===== config.mk =====
export PLATFORM = sky130hd
export DESIGN_NAME = stack_arbiter
export DESIGN_NICKNAME = d
export VERILOG_FILES = /design/src/rtl/stack_pkg.sv /design/src/rtl/rr_arbiter2.sv /design/src/rtl/stack_arbiter.sv
export SDC_FILE = /design/constraint.sdc
export NUM_CORES = 1
export LEC_CHECK = 0
export CORE_MARGIN = 5
export CORE_UTILIZATION = 41
export DETAILED_ROUTE_END_ITERATION = 16
export GPL_ROUTABILITY_DRIVEN = 0
export PLACE_DENSITY = 0.89
export RECOVER_POWER = 50
export SLEW_MARGIN = 30
export SYNTH_ARGS = -nofsm -noshare
export SYNTH_HDL_FRONTEND = slang
export SYNTH_HIERARCHICAL = 1
export SYNTH_SLANG_ARGS = --single-unit
export TNS_END_PERCENT = 1

===== constraint.sdc =====
create_clock -name clk -period 2.1 [get_ports clk]
set_input_delay 0.315 -clock clk [delete_from_list [all_inputs] [get_ports clk]]
set_output_delay 0.315 -clock clk [all_outputs]
set_load 0.05 [all_outputs]

===== src/rtl/stack_pkg.sv =====
// Shared defaults, opcode encodings and FSM state type for the two-requester stack arbiter.
package stack_pkg;
    localparam int WIDTH_DEF = 8;
    localparam int DEPTH_DEF = 16;
    localparam int PTR_W_DEF = 4;

    localparam logic OP_PUSH = 1'b1;
    localparam logic OP_POP  = 1'b0;

    typedef enum logic [1:0] {
        ST_IDLE = 2'd0,
        ST_EXEC = 2'd1,
        ST_DONE = 2'd2
    } state_e;
endpackage


===== src/rtl/rr_arbiter2.sv =====
// Two-way round-robin arbiter: one-hot grant, last-grant register advanced on adv.
module rr_arbiter2 (
    input  logic       clk,
    input  logic       rst,
    input  logic [1:0] req,
    input  logic       adv,
    output logic [1:0] gnt
);
    // 1 = requester 1 won last, so requester 0 has priority on the next tie
    logic last_q;

    always_ff @(posedge clk) begin
        if (rst)
            last_q <= 1'b1;
        else if (adv && (req != 2'b00))
            last_q <= gnt[1];
    end

    always_comb begin
        gnt = 2'b00;
        case (req)
            2'b01:   gnt = 2'b01;
            2'b10:   gnt = 2'b10;
            2'b11:   gnt = last_q ? 2'b01 : 2'b10;
            default: gnt = 2'b00;
        endcase
    end
endmodule


===== src/rtl/stack_arbiter.sv =====
// Shares one external stack memory between two requesters; IDLE/EXEC/DONE per operation.
module stack_arbiter
    import stack_pkg::*;
#(
    parameter int WIDTH = WIDTH_DEF,
    parameter int DEPTH = DEPTH_DEF,
    parameter int PTR_W = PTR_W_DEF
) (
    input  logic             clk,
    input  logic             rst,
    input  logic [1:0]       req,
    input  logic [1:0]       op,
    input  logic [WIDTH-1:0] wdata0,
    input  logic [WIDTH-1:0] wdata1,
    output logic [1:0]       ack,
    output logic [1:0]       err,
    output logic [WIDTH-1:0] rdata,
    output logic             mem_we,
    output logic [PTR_W-1:0] mem_addr,
    output logic [WIDTH-1:0] mem_wdata,
    input  logic [WIDTH-1:0] mem_rdata,
    output logic [PTR_W:0]   count,
    output logic             full,
    output logic             empty,
    output logic             busy
);
    state_e             state_q, state_d;
    logic [1:0]         gnt, gnt_q;
    logic               op_q, err_q;
    logic [WIDTH-1:0]   wdata_q, rdata_q;
    logic [PTR_W:0]     count_q, count_m1;
    logic               sel_op, adv, exec_err;
    logic [WIDTH-1:0]   sel_wdata;

    assign full     = (count_q == (PTR_W+1)'(DEPTH));
    assign empty    = (count_q == '0);
    assign count    = count_q;
    assign rdata    = rdata_q;
    assign busy     = (state_q != ST_IDLE);
    assign count_m1 = count_q - 1'b1;
    assign adv      = (state_q == ST_IDLE) && (req != 2'b00);
    assign sel_op    = gnt[1] ? op[1]  : op[0];
    assign sel_wdata = gnt[1] ? wdata1 : wdata0;
    // Overflow/underflow decided from the captured op and current occupancy
    assign exec_err = (op_q == OP_PUSH) ? full : empty;

    rr_arbiter2 u_rr (
        .clk (clk),
        .rst (rst),
        .req (req),
        .adv (adv),
        .gnt (gnt)
    );

    always_ff @(posedge clk) begin
        if (rst) begin
            state_q <= ST_IDLE;
            gnt_q   <= 2'b00;
            op_q    <= OP_POP;
            wdata_q <= '0;
            err_q   <= 1'b0;
            rdata_q <= '0;
            count_q <= '0;
        end else begin
            state_q <= state_d;
            if (adv) begin
                gnt_q   <= gnt;
                op_q    <= sel_op;
                wdata_q <= sel_wdata;
            end
            if (state_q == ST_EXEC) begin
                err_q <= exec_err;
                if (!exec_err) begin
                    if (op_q == OP_PUSH) begin
                        count_q <= count_q + 1'b1;
                    end else begin
                        count_q <= count_m1;
                        rdata_q <= mem_rdata;
                    end
                end
            end
        end
    end

    always_comb begin
        state_d = state_q;
        case (state_q)
            ST_IDLE: if (req != 2'b00) state_d = ST_EXEC;
            ST_EXEC: state_d = ST_DONE;
            ST_DONE: state_d = ST_IDLE;
            default: state_d = ST_IDLE;
        endcase
    end

    // Outputs are suppressed while rst is high so an abandoned op never writes or acks
    always_comb begin
        mem_we    = 1'b0;
        mem_addr  = count_q[PTR_W-1:0];
        mem_wdata = wdata_q;
        ack       = 2'b00;
        err       = 2'b00;
        if (!rst) begin
            if (state_q == ST_EXEC && !exec_err) begin
                if (op_q == OP_PUSH)
                    mem_we = 1'b1;
                else
                    mem_addr = count_m1[PTR_W-1:0];
            end
            if (state_q == ST_DONE) begin
                ack = gnt_q;
                err = err_q ? gnt_q : 2'b00;
            end
        end
    end
endmodule


==> qor.yml, run 1 <==
clock_network:
  htree_levels: 1
  cts_tree: "done"
  root_buffer: "clkbuf_4"
  clock_latency_ns: 0.34
  clk_pin_slew_ns: 0.16
  clock_path_buffers: 2
  clock_sinks: 28
  cts_made_buffers: 3
min_path:
  hold_end: "err_q$_SDFFE_PP0N_"
  hp-start: "err_q$_SDFFE_PP0N_"
  hold_depth: 2
  hold_path.class: "register to register"
routing:
  drt_iter0_markers: 69
  viasPerCell: 4.91
  firstDrtPassIters: 4
  routed_wl_um: 3660
  ant_nets: 0
  drcViolationCount: 0
  vias: 1312
  wl_per_cell_um: 13.7
worst_setup_path:
  rr_worst_depth: 7
  path_max_fanout: 4
  reg2reg_to: "rdata[1]$_SDFFE_PP0P_"
  r2r_slack_ns: 0.25
  r2r_start: "count[0]$_SDFFE_PP0N_"
  crit_path_end_kind: "output port"
  arrival_ns: 2.02
  crit_required_ns: 1.78
  critical_path_class: "register to output port"
  cp-start-kind: "register"
power_and_ir_drop:
  fin_total_pwr_mw: 2.01
  p_int_mw: 1.21
  seqPwrFrac_pct: 32.4
  swShare_pct: 39.8
  leakagePower_nw: 1.04
  power_frac_comb_pct: 51.9
  switchingPower_uw: 802
  clkPwrFrac_pct: 15.7
  power.density_nw_per_um2: 821
  ir_drop_uv: 492
sta:
  hold_viol: 0
  setup_violations: 5
  hold_ws_ns: 0.492
  setup_ws_ns: -0.232
  fin_skew_ns: 0.00646
  period_minus_slack_ns: 2.33
  timing.fmax_mhz: 429
  slew-limit-headroom_pct: 60.2
  rsz0062_at_grt: "true"
  slew_viol_final: 0
  tightestPinTransition_ns: 0.598
  fin_crit_sh_pct: 111
global_routing:
  grt_overflow_total: 0
  grt_util_all_layers_pct: 16.0
  grt_first_pass_wirelength_um: 5760
  grt_max_degree: 17
  antenna_found_initial: 0
  grt_pass1_vias: 1291
logic_synthesis:
  yosys_register_bits: 28
  avgSynthCellArea_sq_um: 9.40
  synthFlopType: "dfxtp_1"
  async_reset_ff_share_pct: 0
  ys.warnings.count: 6
  synth_edf_count: 0
  yosysSeqAreaShare_pct: 39.8
  syn_area_sq_um: 1410
  synth_nets: 184
  synth_cells: 150
  synth_cell_type_count: 35
floorplan:
  die-width_um: 68.6
  fp.dieH_um: 68.6
  initial_core_util_pct: 42.3
  rows: 21
  core_area_sq_um: 3340
  io_pins: 63
  dieArea_sq_um: 4710
final_layout:
  finalNetCount: 256
  layout-drive-gt1-share_pct: 25.8
  antenna_cells: 0
  syn_to_final_growth_pct: 73.7
  final_area_sq_um: 2450
outcome:
  failed_checks: "negative setup slack"
  status: "finished with violations"
placed_design:
  dpl_worst_slack_ns: 0.0354
  place_area_sq_um: 2340
  portBuffers: 62
  post-dp-hpwl_um: 2760
flow_run:
  max_cap_viol_count: 0
-- layer usage --
metal / up-vias / global-route usage [%] / routed length [um]
met5: - / 0 / 0
li1: 670 / - / -
met4: 0 / 3.72 / 36
met2: 43 / 30.6 / 1910
met1: 595 / 16.6 / 1370
met3: 4 / 5.35 / 340
-- cell families after synthesis --
kind of cell | count (synthesis) | synth area share, %
AOI/OAI and AO/OA | 25 | 13.7
xor gates and xnor gates | 6 | 3.73
adders and majority gates | 4 | 3.55
buffers and inverters | 15 | 5.23
DFF | 28 | 39.8
muxes | 22 | 15.6
and+or+nand+nor | 50 | 18.5
-- what timing repair did --
| item | CTS | global route |
|---|---|---|
| setup endpoints to repair | 6 | 9 |
| gates cloned | 0 | 0 |
| hold endpoints to repair | 0 | 0 |
| pin swaps | 3 | 4 |
| buffers inserted | 4 | 2 |
| hold buffers | 0 | 0 |
| gates resized for setup | 3 | 6 |
-- synth_stat cells (3+ instances only) --
master / instances / area [sq um]
dfxtp_1: 28 / 561
ha_1: 4 / 50.1
a211oi_1: 11 / 82.6
xnor2_1: 5 / 43.8
a21oi_1: 7 / 35.0
and2_1: 4 / 25.0
inv_1: 4 / 15.0
buf_1: 3 / 11.3
clkbuf_1: 3 / 11.3
and3_1: 3 / 18.8
mux2i_1: 22 / 220
nor2_1: 29 / 109
-- layout by cell type, fill, tap and decap left out, types with 3 or more instances in the layout --
cell	instances
clkdlybuf4s50_1	47
nor2_1	29
mux2i_1	22
dfxtp_1	22
buf_4	14
a211oi_1	11
buf_12	10
a21oi_1	5
dfxtp_2	4
and2_1	3
and3_1	3
xnor2_1	3
ha_1	3
clkbuf_4	3
dlymetal6s2s_1	3
-- power by group through the flow --
| stage | Clock (mW) | Combinational (mW) | Sequential (mW) |
|---|---|---|---|
| 3_3_place_gp | 0 | 0.989 | 0.664 |
| 6_report | 0.315 | 1.04 | 0.653 |
| 3_5_place_dp | 0 | 1.00 | 0.668 |
| 5_1_grt | 0.345 | 1.11 | 0.663 |
| 2_1_floorplan | 0 | 0.538 | 0.794 |
| 4_1_cts | 0.323 | 1.04 | 0.654 |
-- stage by stage --
stage | cells | TNS (ns) | utilization (%)
floorplan | 150 | -0.0588 | -
global placement | 257 | 0 | 70.1
detailed placement | 257 | 0 | 70.1
CTS | 265 | -1.01 | 72.6
global route | 267 | -1.48 | 73.4
finish | 267 | -1.01 | 73.4
-- worst max-delay path, stage by stage, from the launching register on --
cell       delay [ns]
dfxtp_4          0.40
or4_4            0.56
a2111oi_4        0.36
xor2_4           0.20
buf_12           0.15
-- registers in the layout, indices dropped and copies added, names as in the netlist --
signal and flops:
err_q 1, state_q 2, mem_wdata 8, op_q 1, rdata 8, gnt_q 2, u_rr/last_q 1, count 5
-- area by class of cell --
cell class	instances	area (sq um)
tap	46	57.6
fill	254	887
clock buffer	4	47.5
inverter	4	17.5
timing repair buffer	78	842
multi-input combinational	107	912
sequential	28	573
-- worst max path at each step --
stage / startpoint / endpoint / cells past startpoint
after floorplan: count[0]$_SDFFE_PP0N_ / mem_addr[2] / 6
after global placement: rst / err[0] / 4
after detailed placement: rst / err[0] / 4
after CTS: count[0]$_SDFFE_PP0N_ / mem_addr[3] / 4
after global routing: count[0]$_SDFFE_PP0N_ / mem_addr[3] / 4
final: count[0]$_SDFFE_PP0N_ / mem_addr[3] / 4
No activity file was read; power rests on OpenSTA's default activity.
==> run 2: changes to the inputs <==
Settings changed: CORE_UTILIZATION 41 to 61, DONT_BUFFER_PORTS set to 1, PLACE_DENSITY 0.89 to 0.87.
==> run 2 against run 1 <==
Effect of this change:
- the flow still finishes with violations (negative setup slack)
- register-to-register slack lost 0.23 ns
- worst setup slack gained 0.021 ns
- sequential share of layout area grew 8.4 points
- clock skew grew 0.0070 ns
- non-clock buffer count shrank 57
- first-iteration DRC count shrank 46%
- global-route usage grew 4.7 points
- critical endpoint unchanged
==> qor.yml, run 2 (synthesis gave the netlist of run 1 again) <==
outcome:
  status: "finished with violations"
  failed_checks: "negative setup slack"
worst_setup_path:
  cp_slowest_cell: "or4_4"
  crit_cells: 4  # unchanged
  crit_required_ns: 1.78  # about the same
  arrival_ns: 2.00  # -0.02 ns
  crit_buf_inv: 1  # unchanged
  critical_path_class: "register to output port"
  cpPeakStageDelay_ns: 0.56  # about the same
  critPathTopFamily: "simple AND/OR/NAND/NOR gates"
  path_max_fanout: 5  # +1
  crit_start: "count[0]$_SDFFE_PP0N_"
  crit_path_cell_trace: "or4_4, a2111oi_4, xor2_4, buf_12"
  crit_path_end_kind: "output port"
  r2r_start: "count[4]$_SDFFE_PP0N_"
  cp-start-kind: "register"
  rr_worst_depth: 5  # -2
routing:
  vias: 1124  # -14%
  wl_per_cell_um: 17.9  # +30%
  routed_wl_um: 3430  # -6.2%
  ant_nets: 0  # unchanged
  firstDrtPassIters: 4  # unchanged
  drcViolationCount: 0  # unchanged
  viasPerCell: 5.85  # +19%
  drt_iter0_markers: 37  # -46%
clock_network:
  clk_pin_slew_ns: 0.15  # about the same
  cts_tree: "done"
  clock_latency_ns: 0.33  # about the same
  root_buffer: "clkbuf_4"
  clock_path_buffers: 2  # unchanged
  htree_levels: 1  # unchanged
  post_cts_buffers: 0  # -4
  clock_sinks: 28  # unchanged
  cts_made_buffers: 3  # unchanged
min_path:
  hold_depth: 1  # -1
  hp-start: "rst"
  hold_path.class: "primary input to register"
sta:
  rsz0062_at_grt: "true"
  slew_viol_final: 0  # unchanged
  fin_skew_ns: 0.0135  # +0.00699 ns
  fin_tns_setup_ns: -0.669  # +0.340 ns
  setup_violations: 5  # unchanged
  tightestPinTransition_ns: 0.900  # +0.303 ns
  period_minus_slack_ns: 2.31  # -0.0206 ns
  setup_ws_ns: -0.212  # +0.0206 ns
  hold_viol: 0  # unchanged
  slew-limit-headroom_pct: 40.0  # -20 points
  timing.fmax_mhz: 433  # +0.89%
  fin_crit_sh_pct: 110  # -0.98 points
global_routing:
  grt_util_all_layers_pct: 20.7  # +4.7 points
  grt_overflow_total: 0  # unchanged
  grt_pass1_vias: 1229  # -4.8%
  grt_first_pass_wirelength_um: 5470  # -5.0%
  antenna_found_initial: 0  # unchanged
  grt_max_degree: 32  # +15
final_layout:
  final_cell_mix: "nor2_1, mux2i_1, dfxtp_1, a211oi_1, buf_4"
  syn_to_final_growth_pct: 28.0
  final_common_cell: "nor2_1"
  layout-drive-gt1-share_pct: 27.4  # +1.6 points
  antenna_cells: 0  # unchanged
  layout.cells.non_filler: 192  # -28%
  finalNetCount: 199  # -22%
placed_design:
  post-dp-hpwl_um: 2580  # -6.3%
  portBuffers: 0  # -100%
  placed_cells: 186  # -28%
floorplan:
  dieArea_sq_um: 3370  # -28%
  initial_core_util_pct: 63.7  # +21 points
  fp.dieH_um: 58.1  # -15%
  rows: 17  # -19%
  core_area_sq_um: 2210  # -34%
  die-width_um: 58.1  # -15%
  io_pins: 63  # unchanged
power_and_ir_drop:
  ir_drop_uv: 711  # +45%
  power.density_nw_per_um2: 1020  # +24%
  leakagePower_nw: 0.752  # -28%
flow_run:
  max_cap_viol_count: 0  # unchanged
[run 2: cell types whose count changed in the layout (fill, tap and decap cells not counted), moves of 2 or more]
cell / change
a21oi_2: -2
clkdlybuf4s50_1: -47
buf_4: -5
buf_12: -5
dlymetal6s2s_1: -3
[run 2: repair_timing]
item | 4_1_cts | 5_1_grt
hold buffers | 0 | 2
pin swaps | 1 | 3
setup endpoints to repair | 5 | 5
gates resized for setup | 3 | 3
endpoints found under the hold margin | 0 | 10
[run 2: area by class of cell]
type | count | area [sq um]
Multi-Input combinational cell | 107 | 916
Sequential cell | 28 | 573
Fill cell | 135 | 408
Timing Repair Buffer | 21 | 215
Clock buffer | 4 | 47.5
Tap cell | 28 | 35.0
Inverter | 4 | 17.5
[run 2: power breakdown]
part / internal [mW] / total [mW] / leakage (nW) / switching, mW
Clock: 0.146 / 0.296 / 0.0261 / 0.151
Combinational: 0.334 / 0.787 / 0.493 / 0.453
Sequential: 0.592 / 0.752 / 0.233 / 0.161
[run 2: worst paths after layout]
check        slack, ns                     to
max              -0.21            mem_addr[3]
min               0.04  rdata[1]$_SDFFE_PP0P_
max reg2reg       0.02  rdata[4]$_SDFFE_PP0P_
min reg2reg       0.49     err_q$_SDFFE_PP0N_
[run 2: routing by layer]
layer / routed length (um) / track usage, % / vias up
met3: 294 / 7.57 / 4
met5: 0 / 0 / -
met4: 42 / 9.60 / 0
met2: 1830 / 36.6 / 49
li1: - / - / 553
met1: 1260 / 21.6 / 518
[run 2: metrics by stage]
stage          utilization [%]  power, mW  worst slack, ns  hold slack (ns)  cell area, sq um
3_3_place_gp              78.1       1.50            0.212            0.383              1730
3_5_place_dp              78.1       1.54            0.131            0.385              1730
2_1_floorplan                -       1.33          -0.0442            0.425              1550
6_report                  81.6       1.84           -0.212           0.0371              1800
4_1_cts                   80.6       1.84           -0.220           0.0240              1780
5_1_grt                   81.6       1.93           -0.290          0.00552              1800
